==> src/rtl/sldma230_cfg_seq.sv <==
// APB-master sequencer that programs one SLDMA-230 channel, waits for done/error/timeout, cleans up on failure, then reports.
// All outputs registered; each APB phase holds while PCLKEN is low, and START is only sampled in IDLE.
module sldma230_cfg_seq #(
  parameter int CFG_ADDR_W  = 12,
  parameter int SYS_DATA_W  = 32,
  parameter int CHANNEL_NUM = 2,
  parameter int CHAN_W      = 1,
  parameter int TIMEOUT_CYC = 65535,
  parameter int TO_W        = 16
) (
  input  logic                   HCLK,
  input  logic                   HRESET,
  input  logic                   START,
  input  logic [CHAN_W-1:0]      CHAN,
  input  logic [SYS_DATA_W-1:0]  CTRL_BASE,
  output logic                   BUSY,
  output logic                   DONE,
  output logic                   ERR,
  output logic                   TIMEOUT,
  input  logic                   PCLKEN,
  output logic                   PSEL,
  output logic                   PEN,
  output logic                   PWRITE,
  output logic [CFG_ADDR_W-1:0]  PADDR,
  output logic [SYS_DATA_W-1:0]  PWDATA,
  input  logic [CHANNEL_NUM-1:0] DMA_DONE,
  input  logic                   DMA_ERR
);

  localparam int NSEL = 1 << CHAN_W;
  localparam logic [TO_W-1:0] TO_LIM = TO_W'(TIMEOUT_CYC);
  localparam logic [SYS_DATA_W-1:0] BASE_MASK = ~SYS_DATA_W'(32'hFF);

  typedef enum logic [2:0] {
    ST_IDLE,
    ST_SETUP,
    ST_ACCESS,
    ST_WAIT,
    ST_REPORT
  } state_t;

  typedef enum logic [1:0] {
    C_NONE,
    C_DONE,
    C_ERR,
    C_TO
  } cause_t;

  state_t                  state;
  state_t                  state_nxt;
  cause_t                  cause;
  cause_t                  cause_nxt;
  logic [2:0]              widx;
  logic [2:0]              widx_nxt;
  logic [CHAN_W-1:0]       chan_q;
  logic [CHAN_W-1:0]       chan_nxt;
  logic [SYS_DATA_W-1:0]   base_q;
  logic [SYS_DATA_W-1:0]   base_nxt;
  logic [TO_W-1:0]         cnt;
  logic [TO_W-1:0]         cnt_nxt;
  logic [TO_W-1:0]         cnt_inc;
  logic [NSEL-1:0]         done_vec;
  logic                    chan_done;
  logic                    limit_hit;
  logic                    apb_on;
  logic [SYS_DATA_W-1:0]   chan_bit;
  logic [CFG_ADDR_W-1:0]   addr_nxt;
  logic [SYS_DATA_W-1:0]   data_nxt;

  // Pad DMA_DONE to the full index range so any CHAN value selects a defined bit.
  always_comb begin
    done_vec = '0;
    done_vec[CHANNEL_NUM-1:0] = DMA_DONE;
    chan_done = done_vec[chan_q];
  end

  always_comb begin
    cnt_inc   = (cnt == TO_LIM) ? cnt : cnt + TO_W'(1);
    limit_hit = (TIMEOUT_CYC != 0) && (cnt_inc == TO_LIM);
    chan_bit  = SYS_DATA_W'(1) << chan_q;
  end

  always_comb begin
    state_nxt = state;
    cause_nxt = cause;
    widx_nxt  = widx;
    chan_nxt  = chan_q;
    base_nxt  = base_q;
    cnt_nxt   = cnt;
    unique case (state)
      ST_IDLE: begin
        if (START) begin
          state_nxt = ST_SETUP;
          widx_nxt  = 3'd0;
          chan_nxt  = CHAN;
          base_nxt  = CTRL_BASE & BASE_MASK;
          cause_nxt = C_NONE;
        end
      end
      ST_SETUP: begin
        if (PCLKEN) begin
          state_nxt = ST_ACCESS;
        end
      end
      ST_ACCESS: begin
        if (PCLKEN) begin
          case (widx)
            3'd0, 3'd1, 3'd2: begin
              state_nxt = ST_SETUP;
              widx_nxt  = widx + 3'd1;
            end
            3'd3: begin
              state_nxt = ST_WAIT;
              cnt_nxt   = '0;
            end
            3'd4: begin
              state_nxt = ST_SETUP;
              widx_nxt  = 3'd5;
            end
            default: begin
              state_nxt = ST_REPORT;
            end
          endcase
        end
      end
      ST_WAIT: begin
        cnt_nxt = cnt_inc;
        if (DMA_ERR) begin
          state_nxt = ST_SETUP;
          widx_nxt  = 3'd4;
          cause_nxt = C_ERR;
        end else if (chan_done) begin
          state_nxt = ST_REPORT;
          cause_nxt = C_DONE;
        end else if (limit_hit) begin
          state_nxt = ST_SETUP;
          widx_nxt  = 3'd4;
          cause_nxt = C_TO;
        end
      end
      ST_REPORT: begin
        state_nxt = ST_IDLE;
      end
      default: begin
        state_nxt = ST_IDLE;
      end
    endcase
  end

  // Address/data decode looks at the upcoming write so the registered bus is valid in the first SETUP cycle.
  always_comb begin
    apb_on = (state_nxt == ST_SETUP) || (state_nxt == ST_ACCESS);
    case (widx_nxt)
      3'd0: begin
        addr_nxt = CFG_ADDR_W'(12'h004);
        data_nxt = SYS_DATA_W'(1);
      end
      3'd1: begin
        addr_nxt = CFG_ADDR_W'(12'h008);
        data_nxt = base_q;
      end
      3'd2: begin
        addr_nxt = CFG_ADDR_W'(12'h028);
        data_nxt = chan_bit;
      end
      3'd3: begin
        addr_nxt = CFG_ADDR_W'(12'h014);
        data_nxt = chan_bit;
      end
      3'd4: begin
        addr_nxt = CFG_ADDR_W'(12'h02C);
        data_nxt = chan_bit;
      end
      default: begin
        addr_nxt = CFG_ADDR_W'(12'h04C);
        data_nxt = SYS_DATA_W'(1);
      end
    endcase
  end

  always_ff @(posedge HCLK) begin
    if (HRESET) begin
      state  <= ST_IDLE;
      cause  <= C_NONE;
      widx   <= '0;
      chan_q <= '0;
      base_q <= '0;
      cnt    <= '0;
    end else begin
      state  <= state_nxt;
      cause  <= cause_nxt;
      widx   <= widx_nxt;
      chan_q <= chan_nxt;
      base_q <= base_nxt;
      cnt    <= cnt_nxt;
    end
  end

  always_ff @(posedge HCLK) begin
    if (HRESET) begin
      BUSY    <= 1'b0;
      DONE    <= 1'b0;
      ERR     <= 1'b0;
      TIMEOUT <= 1'b0;
      PSEL    <= 1'b0;
      PEN     <= 1'b0;
      PWRITE  <= 1'b0;
      PADDR   <= '0;
      PWDATA  <= '0;
    end else begin
      BUSY    <= (state_nxt != ST_IDLE);
      DONE    <= (state_nxt == ST_REPORT) && (cause_nxt == C_DONE);
      ERR     <= (state_nxt == ST_REPORT) && (cause_nxt == C_ERR);
      TIMEOUT <= (state_nxt == ST_REPORT) && (cause_nxt == C_TO);
      PSEL    <= apb_on;
      PEN     <= (state_nxt == ST_ACCESS);
      PWRITE  <= apb_on;
      PADDR   <= apb_on ? addr_nxt : '0;
      PWDATA  <= apb_on ? data_nxt : '0;
    end
  end

endmodule

==> config.mk <==
export PLATFORM = sky130hd
export DESIGN_NAME = sldma230_cfg_seq
export DESIGN_NICKNAME = d
export VERILOG_FILES = /design/src/rtl/sldma230_cfg_seq.sv
export SDC_FILE = /design/constraint.sdc
export NUM_CORES = 1
export LEC_CHECK = 0
export ABC_CLOCK_PERIOD_IN_PS = 3300
export CORE_MARGIN = 8
export CORE_UTILIZATION = 50
export CTS_CLUSTER_DIAMETER = 30
export CTS_CLUSTER_SIZE = 30
export DETAILED_ROUTE_END_ITERATION = 6
export PLACE_DENSITY = 0.83
export SLEW_MARGIN = 20
export SYNTH_ARGS = -nofsm -noshare
export SYNTH_HDL_FRONTEND = slang
export SYNTH_SLANG_ARGS = --single-unit
==> constraint.sdc <==
create_clock -name HCLK -period 3.3 [get_ports HCLK]
set_input_delay 0.33 -clock HCLK [delete_from_list [all_inputs] [get_ports HCLK]]
set_output_delay 0.33 -clock HCLK [all_outputs]
set_load 0.01 [all_outputs]
# Yosys cells after proc, flatten, opt, wreduce, memory -nomap -nowiden
# Cells that the tools add are included.
[word_totals]
register_bits = 99
inputBits = 40
output_inout_bits = 51
word_cells = 83
[op_classes]
n_addsub = 2
n_lt_le_gt_ge = 1
n_eq_ne = 21
shift = 1
muxes = 28
n_bitwise = 1
n_reduce_logical = 15
[ops]
columns = ["operator", "count"]
rows = [
  ["$pmux 32 s2", 1],
  ["$mux 16", 3],
  ["$pmux 7 s5", 1],
  ["$mux 3", 11],
  ["$eq 16x16->1 const B", 2],
  ["$pmux 16 s2", 1],
  ["$shl 1x1->32 const A", 1],
  ["$eq 3x2->1 const B", 7],
  ["$add 16x1->16 const B", 1],
  ["$eq 3x1->1 const B", 4],
  ["$pmux 3 s2", 2],
  ["$pmux 3 s4", 1],
  ["$eq 3x3->1 const B", 3],
  ["$logic_not 3->1", 3],
  ["$pmux 3 s3", 1],
  ["$mux 2", 4],
  ["$reduce_or 3->1", 2],
  ["$eq 2x2->1 const B", 2],
  ["$ne 2x2->1 const B", 2],
  ["$pmux 2 s2", 1],
  ["$reduce_or 4->1", 1],
  ["$add 3x1->3 const B", 1],
  ["$logic_and 1x1->1", 3],
  ["$reduce_and 3->1", 1],
  ["9 further kinds", 10],
]

# Longest topological paths before layout
[logic_depth]
word_depth = 11
depth_mapped = 11
depth_no_buf = 10

# Least setup slack after synthesis
# No wires, ideal clock.
[synth_timing]
path_kind = "register -> register"
from = "register cnt[0]"
to = "register PWDATA[13]"
setup_time_ns = 0.116
arrival_ns = 2.881
t_required_ns = 3.184
slack_ns = 0.304
stages_incl_launch_ff = 12
n_path_buf = 2
period_less_slack_ns = 2.996
path_cell_list = "dfxtp_1 > ha_1 > nand3_2 > or4_1 > buf_2 > a21boi_2 > a2bb2oi_2 > nand2_2 > o41ai_4 > nor3b_4 > buf_6 > and3_1"
[synth_between]
elab_chain_len = 11
[synth_rtl]
columns = ["item", "line_no", "text"]
rows = [
  ["start: declaration", "59", "logic [TO_W-1:0] cnt;"],
  ["start signal: assignment", "195", "cnt <= cnt_nxt;"],
  ["$add 16x1->16 / $eq 16x16->1 (equally long branches)", "78", "cnt_inc = (cnt == TO_LIM) ? cnt : cnt + TO_W'(1);"],
  ["$mux 16 *", "78", ""],
  ["$eq 16x16->1 *", "79", "limit_hit = (TIMEOUT_CYC != 0) && (cnt_inc == TO_LIM);"],
  ["branches (longest 8 deep; another with $pmux 32 s2)", "n/a", ""],
  ["end signal: assignment", "219", "PWDATA <= apb_on ? data_nxt : '0;"],
  ["end: declaration", "25", "output logic [SYS_DATA_W-1:0] PWDATA,"],
]
# Mark *: on every way between the ends.
# A chain may end at the register's enable or synchronous reset.

# Worst setup path in the final report
[layout_timing]
from = "register cnt[13]"
to = "register PADDR[2]"
[layout_between]
elab_chain_len = 11
[layout_rtl]
columns = ["item", "line_no", "text"]
rows = [
  ["$add 16x1->16 / $eq 16x16->1 (equally long branches)", "78", ""],
  ["$mux 16 *", "78", ""],
  ["$eq 16x16->1 *", "79", ""],
  ["$mux 3", "135", "end else if (limit_hit) begin"],
  ["$mux 3", "132", "end else if (chan_done) begin"],
  ["$mux 3", "128", "if (DMA_ERR) begin"],
  ["$pmux 3 s4", "90", "unique case (state)"],
  ["$eq 3x1->1 / $eq 3x2->1 (equally long branches)", "152", "apb_on = (state_nxt == ST_SETUP) || (state_nxt == ST_ACCESS);"],
  ["$logic_or 1x1->1", "152", ""],
  ["$not 1->1 (no source line)", "n/a", ""],
  ["$reduce_or 2->1 (no source line)", "n/a", ""],
  ["end signal: assignment", "218", "PADDR <= apb_on ? addr_nxt : '0;"],
  ["end: declaration", "24", "output logic [CFG_ADDR_W-1:0] PADDR,"],
]
# Mark *: on every way between the ends. The rest lies on a longest branch, timed or not.

==> results.yml <==
layout:
  drive_gt1_share_pct: 9.91
  final_util_pct: 64.7
  fin_nets: 587
  diodes: 0
  area_growth_pct: 26.5
  final_cell_mix: "dfxtp_1, nand2_1, clkdlybuf4s50_1"
  fillers: 668
  final_common_cell: "dfxtp_1"
power:
  p_clk_share_pct: 35.8
  p_sw_w: 0.000536
  swShare_pct: 25.9
  pwr-share-seq_pct: 52.8
  power.density_mw_per_mm2: 419
  leakagePower_nw: 1.92
  intPower_w: 0.00154
  comb_power_share_pct: 11.4
  peakVddDrop_v: 0.000264
global_route:
  antenna_found_initial: 0
  grt_max_degree: 50
  grt_overflow: 0
  grt_pass1_vias: 3508
  grt_use_total_pct: 18.5
  grt_pass1_wl_um: 16900
setup_path:
  r2r-start: "cnt[13]$_SDFFE_PP0P_"
  crit_path_start: "cnt[13]$_SDFFE_PP0P_"
  cp-end-kind: "flip-flop"
  cp-start-kind: "flip-flop"
  rr_endpoint: "PADDR[2]$_SDFF_PP0_"
  reg2regPathDepth: 10
  cp.arrival_ps: 3380
  worstSetupEndpoint: "PADDR[2]$_SDFF_PP0_"
  ff2ff_setup_slack_ps: 180
  required_ps: 3550
  cp_max_fo: 7
  crit_type: "flip-flop to flip-flop"
floorplanning:
  dieArea_mm2: 0.0109
  die_h_um: 104
  start_util_pct: 51.1
  ios: 91
  chipWidth_um: 104
  core-area_mm2: 0.00765
  std_cell_rows: 32
drt:
  dr.first_iter.drc_count: 260
  vias_per_cell: 5.50
  num_vias: 3561
  drtPass1Iterations: 5
  ant_nets: 0
  routed_wl_um: 10200
  routedWlPerCell_um: 15.8
  drc_errors: 0
clock_network:
  clock_sinks: 86
  cts_tree: "built"
  path_clk_slew_ps: 80
  cts_inserted_buffers: 9
  clockBufferDepth: 2
  clkLatencyLatePin_ps: 370
  h-tree-depth: 3
  cts_setup_buffers: 0
  cts-root-buf: "clkbuf_8"
hold_path:
  hp-start: "base_q[31]$_SDFFE_PP0P_"
  min_path_type: "flip-flop to flip-flop"
placed_design:
  portBuffers: 69
  post-place-ws_ps: 128
  place_hpwl_um: 7030
  gp_congestion: 0.901
logic_synthesis:
  netlist_area_mm2: 0.00391
  yosysUniqueCellTypes: 61
  synth_top_flop_cell: "dfxtp_1"
  synth-edff-count: 0
  synth-async-reset-ratio_pct: 0
  syn_area_per_cell_um2: 8.41
  yosys_warnings: 0
  ys_seq_area_share_pct: 44.0
  ys_seq_elements: 86
  postSynthCellCount: 465
run:
  cap_violations: 0
timing:
  hold_violations: 0
  final.period_utilization_pct: 94.7
  fin_setup_tns_ps: 0
  fmax_mhz: 320
  fin_skew_ps: 13.6
  tightest_slew_ps: 559
  rsz0062_at_grt: "no"
  slew_viol_final: 0
  worst_slack_ps: 175
  finalCriticalPeriod_ps: 3120
  slew-limit-headroom_pct: 62.6
  setup_viol: 0
status:
  status: "finished, final reports clean"
## cell usage after synthesis, types with 4 or more instances
library cell,instances,area share [%]
a21oi_1,52,6.7
a22oi_1,5,0.96
a311oi_1,5,1.1
a31oi_1,6,0.96
and3_1,31,5.0
and4_1,4,0.90
buf_2,6,0.77
buf_4,14,2.7
clkbuf_1,21,2.0
dfxtp_1,86,44
ha_1,6,1.9
inv_1,8,0.77
nand2_1,78,7.5
nand2b_1,7,1.1
nand3_1,11,1.4
nand4_1,6,0.96
nor2_1,24,2.3
nor2b_1,4,0.64
nor3_1,11,1.4
o21ai_0,18,2.3
## through the flow
step / hold slack [ps] / total power, W / instances / area, µm²
after floorplan: 407 / 0.00126 / 477 / 3960
after global placement: 437 / 0.00134 / 631 / 4730
after detailed placement: 443 / 0.00135 / 631 / 4730
after CTS: 454 / 0.00208 / 646 / 4930
after global routing: 475 / 0.00217 / 647 / 4950
final: 454 / 0.00207 / 647 / 4950
## worst max-delay path, stage by stage (launching register included)
cell	delay (ps)
dfxtp_1	480
nand4_1	370
or4_1	580
a21boi_2	170
a2bb2oi_2	160
buf_4	130
nand2_2	60
o41ai_4	600
buf_4	240
xor2_1	140
a21oi_1	80
## logic make-up (layout without fill, tap and decap cells)
group,Yosys count,in the layout,share of synthesized area [%]
mux,4,4,1.09
simple gates,201,202,26.9
compound gates,110,110,17.8
fa+ha+maj,6,6,1.92
other cells,1,13,0.0959
flops,86,86,44.0
buf+inv,51,118,6.82
xor+xnor,6,6,1.34
## layout make-up
cell class	instances	area (µm²)	share of cell area (%)
inverters	8	30.0	0.607
clock buffers	9	124	2.50
clock inverters	6	71.3	1.44
multi-input cells	341	1990	40.1
flip-flops and latches	86	1720	34.8
well taps	102	128	2.58
repair buffers	95	886	17.9
## state kept, by name, indices dropped and copies added (netlist names), 2 cells and up
signal and count:
base_q 24, widx 3, PADDR 5, cnt 16, PWDATA 26, cause 2
state 3
## metal layers
layer / up-vias / global-route usage, % / part of all wire (%)
met5: - / 0 / 0
li1: 1765 / - / -
met3: 13 / 4.03 / 6.7
met2: 118 / 30.7 / 48
met1: 1665 / 22.1 / 44
met4: 0 / 9.10 / 1.6
## power by group through the flow
stage	registers (W)	logic [W]	clock network, W
after floorplan	0.00111	0.000143	0
after global placement	0.00112	0.000225	0
after detailed placement	0.00112	0.000229	0
after CTS	0.00109	0.000231	0.000758
after global routing	0.00110	0.000262	0.000805
final	0.00109	0.000237	0.000741
## worst min path at each step
stage | endpoint | cells after the start
floorplan | state[1]$_SDFF_PP0_ | 1
detailed placement | base_q[31]$_SDFFE_PP0P_ | 2
finish | base_q[31]$_SDFFE_PP0P_ | 2
global route | base_q[28]$_SDFFE_PP0P_ | 2
CTS | base_q[31]$_SDFFE_PP0P_ | 2
global placement | base_q[20]$_SDFFE_PP0P_ | 2
## what timing repair did
action / CTS / global route
hold buffers: 0 / 0
endpoints found under the setup margin: 0 / 25
resized for setup: 0 / 1
hold endpoints to repair: 0 / 0
No activity file was read; power rests on OpenSTA's default activity.
